--- config.mk ---
export PLATFORM = sky130hd
export DESIGN_NAME = pipelined_fp_to_int
export DESIGN_NICKNAME = d
export VERILOG_FILES = /design/src/rtl/pipelined_fp_to_int.sv
export SDC_FILE = /design/constraint.sdc
export NUM_CORES = 1
export LEC_CHECK = 0
export BUFFER_PORTS_ARGS = -buffer_cell sky130_fd_sc_hd__buf_2
export CAP_MARGIN = 20
export CORE_UTILIZATION = 27
export DETAILED_ROUTE_END_ITERATION = 8
export GPL_TIMING_DRIVEN = 0
export PLACE_DENSITY_LB_ADDON = 0.3
export SETUP_SLACK_MARGIN = 0.05
export SLEW_MARGIN = 20
export SYNTH_ARGS = -nofsm -noshare
export SYNTH_HDL_FRONTEND = slang
export SYNTH_SLANG_ARGS = --single-unit
--- constraint.sdc ---
create_clock -name clk -period 10.2 [get_ports clk]
set_input_delay 2.55 -clock clk [delete_from_list [all_inputs] [get_ports clk]]
set_output_delay 2.55 -clock clk [all_outputs]
set_load 0.01 [all_outputs]
--- src/rtl/pipelined_fp_to_int.sv ---
// -----------------------------------------------------------------------------
// pipelined_fp_to_int
//   Three-stage pipelined IEEE-754 binary32 -> signed int32 converter.
//   Stage 1 unpacks the operand and classifies it (zero/denormal, inf, NaN).
//   Stage 2 aligns the significand into a 32-bit magnitude plus guard/sticky.
//   Stage 3 rounds, applies the sign, saturates and encodes the status.
//
// Optional feature macro:
//   FP_TO_INT_ROUND_NEAREST_EN  defined   -> round to nearest, ties to even
//                               undefined -> truncate toward zero
//
// Ports:
//   clk           in   1   clock, all state on rising edge
//   rst           in   1   asynchronous reset, active low
//   a_i           in   32  binary32 operand
//   vld_i         in   1   a_i valid this cycle
//   answer_o      out  32  two's-complement int32 result
//   vld_o         out  1   answer_o / num_status_o valid this cycle
//   num_status_o  out  2   00 exact, 01 inexact, 10 saturated, 11 NaN
// -----------------------------------------------------------------------------

package float_types_pkg;
  typedef struct packed {
    logic        sign;
    logic [7:0]  exp;
    logic [22:0] mant;
  } float_point_num;
endpackage

module pipelined_fp_to_int
  import float_types_pkg::*;
(
  input  logic        clk,
  input  logic        rst,
  input  logic [31:0] a_i,
  input  logic        vld_i,
  output logic [31:0] answer_o,
  output logic        vld_o,
  output logic [1:0]  num_status_o
);

  localparam logic [1:0]  ST_EXACT   = 2'b00;
  localparam logic [1:0]  ST_INEXACT = 2'b01;
  localparam logic [1:0]  ST_OVF     = 2'b10;
  localparam logic [1:0]  ST_NAN     = 2'b11;
  localparam logic [31:0] INT_MAX    = 32'h7FFF_FFFF;
  localparam logic [31:0] INT_MIN    = 32'h8000_0000;

  // ---------------------------------------------------------------------------
  // Stage 1: unpack and classify
  // ---------------------------------------------------------------------------
  float_point_num w_a_num;
  float_point_num r_s1_num;
  logic           r_s1_vld;
  logic           r_s1_zero;
  logic           r_s1_inf;
  logic           r_s1_nan;

  assign w_a_num = a_i;

  // Stage 1 register: data only loads on a valid slot to avoid needless toggling
  always_ff @(posedge clk or negedge rst) begin
    if (!rst) begin
      r_s1_vld  <= 1'b0;
      r_s1_num  <= '0;
      r_s1_zero <= 1'b0;
      r_s1_inf  <= 1'b0;
      r_s1_nan  <= 1'b0;
    end else begin
      r_s1_vld <= vld_i;
      if (vld_i) begin
        r_s1_num  <= w_a_num;
        r_s1_zero <= (w_a_num.exp == 8'd0);
        r_s1_inf  <= (w_a_num.exp == 8'hFF) && (w_a_num.mant == 23'd0);
        r_s1_nan  <= (w_a_num.exp == 8'hFF) && (w_a_num.mant != 23'd0);
      end
    end
  end

  // ---------------------------------------------------------------------------
  // Stage 2: align
  // ---------------------------------------------------------------------------
  logic [23:0]       w_sig;
  logic signed [8:0] w_e;
  logic [7:0]        w_rsh;
  logic [7:0]        w_lsh;
  logic [47:0]       w_ext;
  logic [31:0]       w_mag;
  logic              w_guard;
  logic              w_sticky;
  logic              w_ovf;

  assign w_sig = r_s1_zero ? 24'd0 : {1'b1, r_s1_num.mant};
  assign w_e   = $signed({1'b0, r_s1_num.exp}) - 9'sd127;
  // Only meaningful inside the ranges where each is used below.
  assign w_rsh = 8'd150 - r_s1_num.exp;
  assign w_lsh = r_s1_num.exp - 8'd150;

  // Alignment: integer magnitude plus the first dropped bit (guard) and the
  // OR of all lower dropped bits (sticky).
  always_comb begin
    w_ext    = 48'd0;
    w_mag    = 32'd0;
    w_guard  = 1'b0;
    w_sticky = 1'b0;
    w_ovf    = 1'b0;
    if (r_s1_nan) begin
      w_ovf = 1'b0;
    end else if (r_s1_inf) begin
      w_ovf = 1'b1;
    end else if (w_e >= 9'sd31) begin
      // -2^31 is the single e==31 value that fits in int32.
      if ((w_e == 9'sd31) && r_s1_num.sign && (r_s1_num.mant == 23'd0)) begin
        w_mag = INT_MIN;
      end else begin
        w_ovf = 1'b1;
      end
    end else if (w_e >= 9'sd24) begin
      w_mag = {8'd0, w_sig} << w_lsh;
    end else if (w_e >= -9'sd1) begin
      // {sig, 24 zero bits} keeps every shifted-out bit for guard/sticky;
      // e == -1 shifts by 24 so the top significand bit lands on guard.
      w_ext    = {w_sig, 24'd0} >> w_rsh;
      w_mag    = {8'd0, w_ext[47:24]};
      w_guard  = w_ext[23];
      w_sticky = |w_ext[22:0];
    end else begin
      // |value| < 0.5: guard is clear; sticky marks any nonzero input,
      // including denormals whose implicit significand is zero.
      w_sticky = r_s1_zero ? (r_s1_num.mant != 23'd0) : 1'b1;
    end
  end

  logic        r_s2_vld;
  logic        r_s2_sign;
  logic [31:0] r_s2_mag;
  logic        r_s2_guard;
  logic        r_s2_sticky;
  logic        r_s2_ovf;
  logic        r_s2_nan;

  // Stage 2 register: holds aligned magnitude and exception flags
  always_ff @(posedge clk or negedge rst) begin
    if (!rst) begin
      r_s2_vld    <= 1'b0;
      r_s2_sign   <= 1'b0;
      r_s2_mag    <= 32'd0;
      r_s2_guard  <= 1'b0;
      r_s2_sticky <= 1'b0;
      r_s2_ovf    <= 1'b0;
      r_s2_nan    <= 1'b0;
    end else begin
      r_s2_vld <= r_s1_vld;
      if (r_s1_vld) begin
        r_s2_sign   <= r_s1_num.sign;
        r_s2_mag    <= w_mag;
        r_s2_guard  <= w_guard;
        r_s2_sticky <= w_sticky;
        r_s2_ovf    <= w_ovf;
        r_s2_nan    <= r_s1_nan;
      end
    end
  end

  // ---------------------------------------------------------------------------
  // Stage 3: round, sign, saturate, status
  // ---------------------------------------------------------------------------
  logic [32:0] w_rmag;

`ifdef FP_TO_INT_ROUND_NEAREST_EN
  logic w_inc;
  // Ties-to-even: bump on guard when either sticky or the lsb is set.
  assign w_inc  = r_s2_guard & (r_s2_sticky | r_s2_mag[0]);
  assign w_rmag = {1'b0, r_s2_mag} + {32'd0, w_inc};
`else
  assign w_rmag = {1'b0, r_s2_mag};
`endif

  logic [31:0] w_ans;
  logic [1:0]  w_status;
  logic        w_range_ovf;

  // Negative results may reach 2^31 in magnitude, positive ones only 2^31-1.
  assign w_range_ovf = r_s2_sign ? (w_rmag > 33'h0_8000_0000)
                                 : (w_rmag > 33'h0_7FFF_FFFF);

  // Result select with priority NaN > overflow > inexact > exact
  always_comb begin
    w_ans    = 32'd0;
    w_status = ST_EXACT;
    if (r_s2_nan) begin
      w_ans    = INT_MAX;
      w_status = ST_NAN;
    end else if (r_s2_ovf || w_range_ovf) begin
      w_ans    = r_s2_sign ? INT_MIN : INT_MAX;
      w_status = ST_OVF;
    end else begin
      w_ans    = r_s2_sign ? (32'd0 - w_rmag[31:0]) : w_rmag[31:0];
      w_status = (r_s2_guard || r_s2_sticky) ? ST_INEXACT : ST_EXACT;
    end
  end

  // Output register: results hold their last value while no slot is valid
  always_ff @(posedge clk or negedge rst) begin
    if (!rst) begin
      vld_o        <= 1'b0;
      answer_o     <= 32'd0;
      num_status_o <= ST_EXACT;
    end else begin
      vld_o <= r_s2_vld;
      if (r_s2_vld) begin
        answer_o     <= w_ans;
        num_status_o <= w_status;
      end
    end
  end

endmodule

=== Word-level counts from Yosys, hierarchy flattened ===
Cells that the tools add are included.

* Register bits: 109
* Bits in latches: 0
* Bits in writable memories: 0
* Memory bits (read-only): 0
* Input port bits: 35
* Word-level logic and storage cells: 72
* Memories kept: 0

* $add $sub $neg: 4
* $mul: 0
* Div/mod/pow operators: 0
* $lt $le $gt $ge: 5
* Equality and inequality tests: 2
* Shifts and indexed selects: 2
* Multiplexer cells: 30
* Bitwise logic cells: 0
* Reduce and logical (&&, ||, !) cells: 12

{| class="wikitable"
|+ Operators by type and width
! cell !! number
|-
| 32-bit 2-to-1 mux || 9
|-
| 24-bit 2-to-1 mux || 2
|-
| 48-bit by 8-bit right shift with 48-bit output || 1
|-
| 23-bit logical NOT || 2
|-
| 23-bit nonzero test || 2
|-
| 32-bit by 31-bit greater-than comparator with 1-bit output (second input constant) || 1
|-
| 32-bit greater-than comparator (second input constant) || 1
|-
| 24-bit by 8-bit << shifter with 32-bit output || 1
|-
| 1-bit by 32-bit subtractor with 32-bit output (first input constant) || 1
|-
| 23-bit OR reduction || 1
|-
| 9-bit by 6-bit >= comparator with 1-bit output (second input constant) || 2
|-
| 1-bit 2-to-1 mux || 17
|-
| 9-bit by 6-bit == test with 1-bit output (second input constant) || 1
|-
| 9-bit by 1-bit >= comparator with 1-bit output (second input constant) || 1
|-
| 8-bit by 7-bit subtractor with 9-bit output (second input constant) || 1
|-
| 8-bit == test (second input constant) || 1
|-
| 8-bit logical NOT || 1
|-
| 8-bit subtractor (first input constant) || 1
|-
| 8-bit subtractor (second input constant) || 1
|-
| 1-bit logical AND || 4
|-
| 2-bit 2-to-1 mux || 2
|-
| 1-bit logical OR || 2
|}

=== Longest topological paths before layout ===
Gate-level depths: netlist of run 1.

* Word-level depth: 8
* Depth in mapped cells: 17
* Depth with buffers taken out: 11

=== Worst setup path before layout of run 1 ===
Ideal clock, no wire load.

* Kind: register -> register
* Start point: register r_s1_num[23] (netlist bit)
* End point: register r_s2_sticky
* Setup time: 0.130 ns
* Arrival: 3.470 ns
* Required time: 10.070 ns
* Path slack: 6.600 ns
* Stages on the path, launching flop included: 16
* Cells stage by stage: dfrtp_1 > buf_4 > buf_2 > inv_1 > clkbuf_1 > ha_1 > buf_2 > buf_2 > mux4_2 > mux2_2 > o21ai_0 > a21oi_1 > nor4_1 > nand2_1 > o2111ai_1 > nand3_1

* Word-level cells in the longest chain between the ends: 8
* Elaborated cells on any way between the ends: 12
* Classes of those cells: add/sub: 2; order compare: 3; shift: 1; mux: 5; reduce/logical: 1

{| class="wikitable"
|+ Ends and longest elaborated chain
! element !! line !! text
|-
| start: declaration || 53 || <nowiki>float_point_num r_s1_num;</nowiki>
|-
| start signal: assignment || 72 || <nowiki>r_s1_num <= w_a_num;</nowiki>
|-
| 8-bit subtractor || 96 || <nowiki>assign w_rsh = 8'd150 - r_s1_num.exp;</nowiki>
|-
| 48-bit by 8-bit right shift with 48-bit output || 123 || <nowiki>w_ext = {w_sig, 24'd0} >> w_rsh;</nowiki>
|-
| 23-bit OR reduction || 126 || <nowiki>w_sticky = |w_ext[22:0];</nowiki>
|-
| 1-bit 2-to-1 mux || 120 || <nowiki>end else if (w_e >= -9'sd1) begin</nowiki>
|-
| 1-bit 2-to-1 mux || 118 || <nowiki>end else if (w_e >= 9'sd24) begin</nowiki>
|-
| 1-bit 2-to-1 mux (*) || 111 || <nowiki>end else if (w_e >= 9'sd31) begin</nowiki>
|-
| 1-bit 2-to-1 mux (*) || 109 || <nowiki>end else if (r_s1_inf) begin</nowiki>
|-
| 1-bit 2-to-1 mux (*) || 107 || <nowiki>if (r_s1_nan) begin</nowiki>
|-
| end signal: assignment || 158 || <nowiki>r_s2_sticky <= w_sticky;</nowiki>
|-
| end: declaration || 138 || <nowiki>logic r_s2_sticky;</nowiki>
|}

Every way passes the cells marked *; elsewhere a longest branch is shown, timed or not.
A chain may end at the register's enable or synchronous reset.

=== Worst setup path in the final report of run 1 ===
Ends and elaborated chain as after synthesis.

==> results of run 1 <==
[registers in the layout, indices dropped and copies added (netlist names)]
name          flops
answer_o         32
num_status_o      2
r_s1_inf          1
r_s1_nan          1
r_s1_num         32
r_s1_vld          1
r_s1_zero         1
r_s2_guard        1
r_s2_mag         32
r_s2_nan          1
r_s2_ovf          1
r_s2_sign         1
r_s2_sticky       1
r_s2_vld          1
vld_o             1
[cells in the final DEF (no fill, tap or decap), types with 29 or more instances in the layout]
cell      Yosys  final
a21oi_1      75     75
buf_2        21     89
clkbuf_1     60     61
dfrtp_1     109    109
inv_1        35     35
mux2_2       42     42
mux2i_1      49     49
nand2_1      71     71
nor2_1      123    123
nor3_1       32     32
o21ai_0      50     50
o22a_1       30     30
xnor2_1      29     29
[metal layers]
metal	vias to the layer above	global-route usage [%]	part of all wire, %
met3	63	2.79	5.6
li1	4058	-	-
met4	0	7.97	3.7
met1	4148	28.3	47
met2	354	31.0	43
met5	-	0	0
[worst paths after layout]
kind / from / endpoint / slack, ns / cells past startpoint
hold / removal: r_s1_vld$_DFF_PN0_ / r_s2_vld$_DFF_PN0_ / 0.38 / 0
setup reg to reg: r_s1_num[23]$_DFFE_PN0P_ / r_s2_sticky$_DFFE_PN0P_ / 5.35 / 15
setup / recovery: r_s1_num[23]$_DFFE_PN0P_ / r_s2_sticky$_DFFE_PN0P_ / 5.35 / 15
hold reg to reg: r_s1_vld$_DFF_PN0_ / r_s2_vld$_DFF_PN0_ / 0.38 / 0
max in group asynchronous: rst / answer_o[1]$_DFFE_PN0P_ / 7.40 / 2
min in group asynchronous: rst / r_s1_num[4]$_DFFE_PN0P_ / 2.11 / 1
[through the flow]
| stage | cells | hold WS [ns] |
|---|---|---|
| 3_3_place_gp | 1561 | 0.359 |
| 5_1_grt | 1578 | 0.400 |
| 3_5_place_dp | 1562 | 0.359 |
| 4_1_cts | 1578 | 0.381 |
| 2_1_floorplan | 1050 | 0.352 |
| 6_report | 1578 | 0.378 |
[area by class of cell]
| class | count | area, um2 |
|---|---|---|
| repair buffers | 70 | 379 |
| well taps | 442 | 553 |
| fillers | 3506 | 22300 |
| clock inverters | 6 | 80.1 |
| flip-flops and latches | 109 | 2730 |
| multi-input cells | 811 | 5620 |
| clock buffers | 10 | 229 |
| plain buffers | 93 | 407 |
| inverters | 37 | 139 |
[where the power goes]
part	leakage [uW]	internal, uW	switching [uW]
clock	0.000146	195	182
combinational	0.00252	310	510
sequential	0.00135	490	48.7
[kinds of logic after synthesis]
family | count (synthesis) | synth area share [%]
DFF | 109 | 30.7
and+or+nand+nor | 349 | 19.2
adders and majority gates | 6 | 0.844
AOI/OAI and AO/OA | 302 | 22.9
xor gates and xnor gates | 43 | 4.32
buffers and inverters | 130 | 6.14
muxes | 111 | 15.9
==> summary.txt, run 1 <==
Outcome - finished clean
Seq/Total Area, Yosys - 30.7%
Clock Tree Buf Depth - 2
Vias - 8623
Post-synth top area share - 30.7%
Worst hold path type - reg2reg
Vias in the first global route - 8443
FMAX - 0.206 GHz
Clock Skew - 0.00893 ns
Crit-path cells - buf_4 -> buf_2 -> inv_1 -> clkbuf_1 -> ha_1 -> buf_2 -> buf_2 -> inv_1 -> clkbuf_1 -> a31oi_1 -> mux2i_1 -> o41ai_1 -> nand2_1 -> o2111ai_1 -> nand3_1
Layout cells sized above 1 - 16.6%
Final setup TNS - 0 ns
Post-CTS setup buffers - 0
First-pass GRT wire length - 52000 um
H-tree depth - 3
Boundary pin count - 70
Synth warn - 0
Overall routing resource usage - 20.1%
VDD IR max - 0.0000824 V
# Max-Cap Violations - 0
Total congestion overflow - 0
Mapped Area - 8890 um2
Post-synth EDFFs - 0
Drt total wl - 33200 um
Critical path capture point type - flop
IO buf count - 69
Clock root buffer - clkbuf_16
Num Clock Sinks - 109
Syn_nets - 1091
Die Ht - 183 um
Starting Density - 27.4%
Nets - 1172
Cts hold-fix bufs - 0
Worst setup margin - 5.35 ns
Die area - 33700 um2
Row Count - 66
Largest net degree at the start of global routing - 65
Post-place setup slack - 5.47 ns
Final Util - 31.2%
Dpl cell area - 9820 um2
DP Wirelength - 26200 um
GPL Wtd Cong - 0.953
Pwr/cell area - 171 nW/um2
Crit-path leading delay family - buffers and inverters
Crit-path most repeated cell - buf_2
CTS tree - done
Total power - 1740 uW
Critical path peak fanout - 10
Max_slew headroom - 21.5%
Critical Path Max Stage Delay - 0.62 ns
Yosys reg bits - 109
Top-count cell post-synth - nor2_1
Final setup vio count - 0
Final instance area - 10100 um2
Die extent in x - 183 um
RSZ-0062 raised after global routing - false
Fin crit period - 4.85 ns
Final hold vios - 0
Slowest cell on crit path - o41ai_1
Vias per cell - 5.46
Number of antenna diodes - 0
Async set-or-reset flop fraction in the synthesized netlist - 100%
Synthesized instance count - 1050
Worst-Margin Slew - 1.17 ns
Unique masters post-synth - 82
Antenna violations before repair - 0
Post-CTS sizing - 0
Avg Synthesized Cell Area - 8.47 um2
Area Growth Syn to Fin - 14.0%
CP Buf/Inv Count - 8
P_leak - 0.00401 uW
Period utilization - 47.6%
Initial drt markers - 703
Worst-Skew Late Latency - 0.37 ns
Commonest cells in the netlist - 123 x nor2_1, 109 x dfrtp_1, 75 x a21oi_1
ANT nets after route - 0
WP data arrival - 5.11 ns
Startpoint types - flop
CP Data Required Time - 10.45 ns
DRC Markers - 0
Area leader, netlist - dfrtp_1
Prevailing post-synth register cell - dfrtp_1
Pins Over Slew Limit - 0
Wirelength per Cell - 21.0 um
TritonCTS Buffers - 9
Core box area - 32500 um2
Worst-path clk slew - 0.08 ns
Crit Path Category - reg2reg
Drt first pass iters - 5
Dominant cells by area after synthesis - dfrtp_1 31%, mux2i_1 5.5%, mux2_2 5.3%, nor2_1 5.2%, mux4_2 5.1%
Note: power is estimated with default switching activity, not from simulation.
==> run 2: changes to the inputs <==
Clock period 10.2 ns to 4.2 ns, I/O delays scaled along.
==> run 2 against run 1 <==
Effect of this change:
- non-clock buffer count is the same
- combinational power rose by 150%
- clock power is 140% higher
- die area unchanged
- hold slack improved by 0.0011 ns
- critical path type unchanged
- highest routed layer unchanged
==> summary.txt, run 2 (synthesis results as in run 1) <==
Outcome - finished clean
DP Wirelength - 26200 um
Number of antenna diodes - 0
Period utilization - 93.6%
Boundary pin count - 70
Flop2flop setup slack - 0.27 ns
Crit-path leading delay family - buffers and inverters
Core box area - 32500 um2
Final hold vios - 0
R2R Path Start - r_s1_num[23]$_DFFE_PN0P_
Drt total wl - 33100 um
Fill cells - 3501
Max_slew headroom - 25.6%
Critical path peak fanout - 10
VDD IR max - 0.000213 V
Final Util - 31.4%
Worst setup margin - 0.268 ns
Vias in the first global route - 8424
Pins Over Slew Limit - 0
FMAX - 0.254 GHz
Nets - 1172
DRC Markers - 0
# Max-Cap Violations - 0
Fin crit period - 3.93 ns
Die area - 33700 um2
Total congestion overflow - 0
Final setup vio count - 0
Crit Path Category - reg2reg
Area Growth Syn to Fin - 14.8%
Row Count - 66
Critical Path Max Stage Delay - 0.53 ns
WP data arrival - 4.24 ns
Hold Crit Start - r_s1_vld$_DFF_PN0_
Final setup TNS - 0 ns
TritonCTS Buffers - 9
H-tree depth - 3
Antenna violations before repair - 0
Vias - 8657
ANT nets after route - 0
Clock Skew - 0.00941 ns
Worst-path clk slew - 0.08 ns
Worst Hold Slack - 0.379 ns
R2R Path End - r_s2_sticky$_DFFE_PN0P_
IO buf count - 69
Wirelength per Cell - 21.0 um
Crit-path cells - buf_6 -> buf_4 -> inv_1 -> clkbuf_4 -> ha_1 -> buf_2 -> buf_6 -> clkinvlp_4 -> mux4_2 -> a21o_1 -> a21oi_1 -> nor4_2 -> a21oi_1 -> o211ai_1 -> nand3_1
Die extent in x - 183 um
Vias per cell - 5.49
R2R depth - 15
Worst-Margin Slew - 1.11 ns
Top flop regs - answer_o x32, r_s1_num x32, r_s2_mag x32
Clock Tree Buf Depth - 2
Dpl cell area - 9820 um2
RSZ-0062 raised after global routing - false
Worst-Skew Late Latency - 0.37 ns
Post-CTS setup buffers - 0
Layout cells sized above 1 - 18.0%
Cts hold-fix bufs - 0
P_leak - 0.00403 uW
Critical Path End - r_s2_sticky$_DFFE_PN0P_
Num Clock Sinks - 109
Stages on worst setup path - 15
Overall routing resource usage - 20.1%
Most frequent cells in the layout - 121 x nor2_1, 108 x dfrtp_1, 87 x buf_2, 74 x a21oi_1, 71 x nand2_1
GPL Wtd Cong - 0.953
Critical path capture point type - flop
Final instance area - 10200 um2
First-pass GRT wire length - 52100 um
Worst hold path type - reg2reg
Startpoint types - flop
Initial drt markers - 802
Post-place setup slack - -0.532 ns
CTS tree - done
CP Buf/Inv Count - 7
Commonest non-fill, non-tap cell in the layout - nor2_1
Largest net degree at the start of global routing - 65
Clock root buffer - clkbuf_16
Die Ht - 183 um
Starting Density - 27.4%
Crit path from - r_s1_num[23]$_DFFE_PN0P_
Hold path depth - 0
Drt first pass iters - 6
Pwr/cell area - 415 nW/um2
CP Data Required Time - 4.51 ns
Slowest cell on crit path - mux4_2
[run 2: cell count changes in the layout (fill, tap and decap cells not counted), moves of 2 or more]
cell      change
buf_2         -2
nor2_2        +2
clkbuf_1      -4
nor2_1        -2
a211oi_1      -2
buf_6         +2
a211oi_2      +2
clkbuf_2      +2
clkbuf_4      +2
[run 2: final cells by class]
| class | count | area [um2] | area share (%) |
|---|---|---|---|
| clock inverter | 6 | 80.1 | 0.785 |
| multi-input combinational | 811 | 5660 | 55.5 |
| sequential | 109 | 2730 | 26.7 |
| timing repair buffer | 70 | 379 | 3.71 |
| inverter | 37 | 143 | 1.40 |
| tap | 442 | 553 | 5.42 |
| buffer | 93 | 429 | 4.20 |
| clock buffer | 10 | 229 | 2.24 |
[run 2: power breakdown]
group	switching (uW)	total (uW)	internal (uW)
combinational	1250	2010	766
sequential	119	1310	1190
clock	443	917	474
[run 2: worst min-delay path by stage]
stage                     slack (ns)                  to
after floorplan                 0.35  r_s2_vld$_DFF_PN0_
after CTS                       0.38  r_s2_vld$_DFF_PN0_
after global placement          0.36  r_s2_vld$_DFF_PN0_
after detailed placement        0.36  r_s2_vld$_DFF_PN0_
after global routing            0.40     vld_o$_DFF_PN0_
final                           0.38  r_s2_vld$_DFF_PN0_
[run 2: what timing repair did]
action                                  4_1_cts  5_1_grt
resized for setup                            11       13
pin swaps                                     0        2
cloned                                        0        0
endpoints found under the setup margin       26       18
[run 2: worst reg2reg max path, stage by stage, from the launching register on]
cell	delay (ns)
dfrtp_2	0.47
buf_6	0.21
buf_4	0.22
inv_1	0.11
clkbuf_4	0.23
ha_1	0.30
buf_2	0.22
buf_6	0.20
clkinvlp_4	0.20
mux4_2	0.53
a21o_1	0.19
a21oi_1	0.49
nor4_2	0.14
a21oi_1	0.17
o211ai_1	0.11
nand3_1	0.09
[run 2: metal layers]
metal | vias to the layer above | global-route usage [%] | wire (um)
met2 | 341 | 31.0 | 14400
met4 | 0 | 8.00 | 1240
met5 | - | 0 | 0
met3 | 67 | 2.75 | 1920
met1 | 4191 | 28.3 | 15600
li1 | 4058 | - | -
[run 2: through the flow]
step	total power (uW)	std cells
floorplan	2640	1050
finish	4240	1578
global placement	3280	1561
CTS	4230	1578
detailed placement	3280	1562
global route	4500	1578
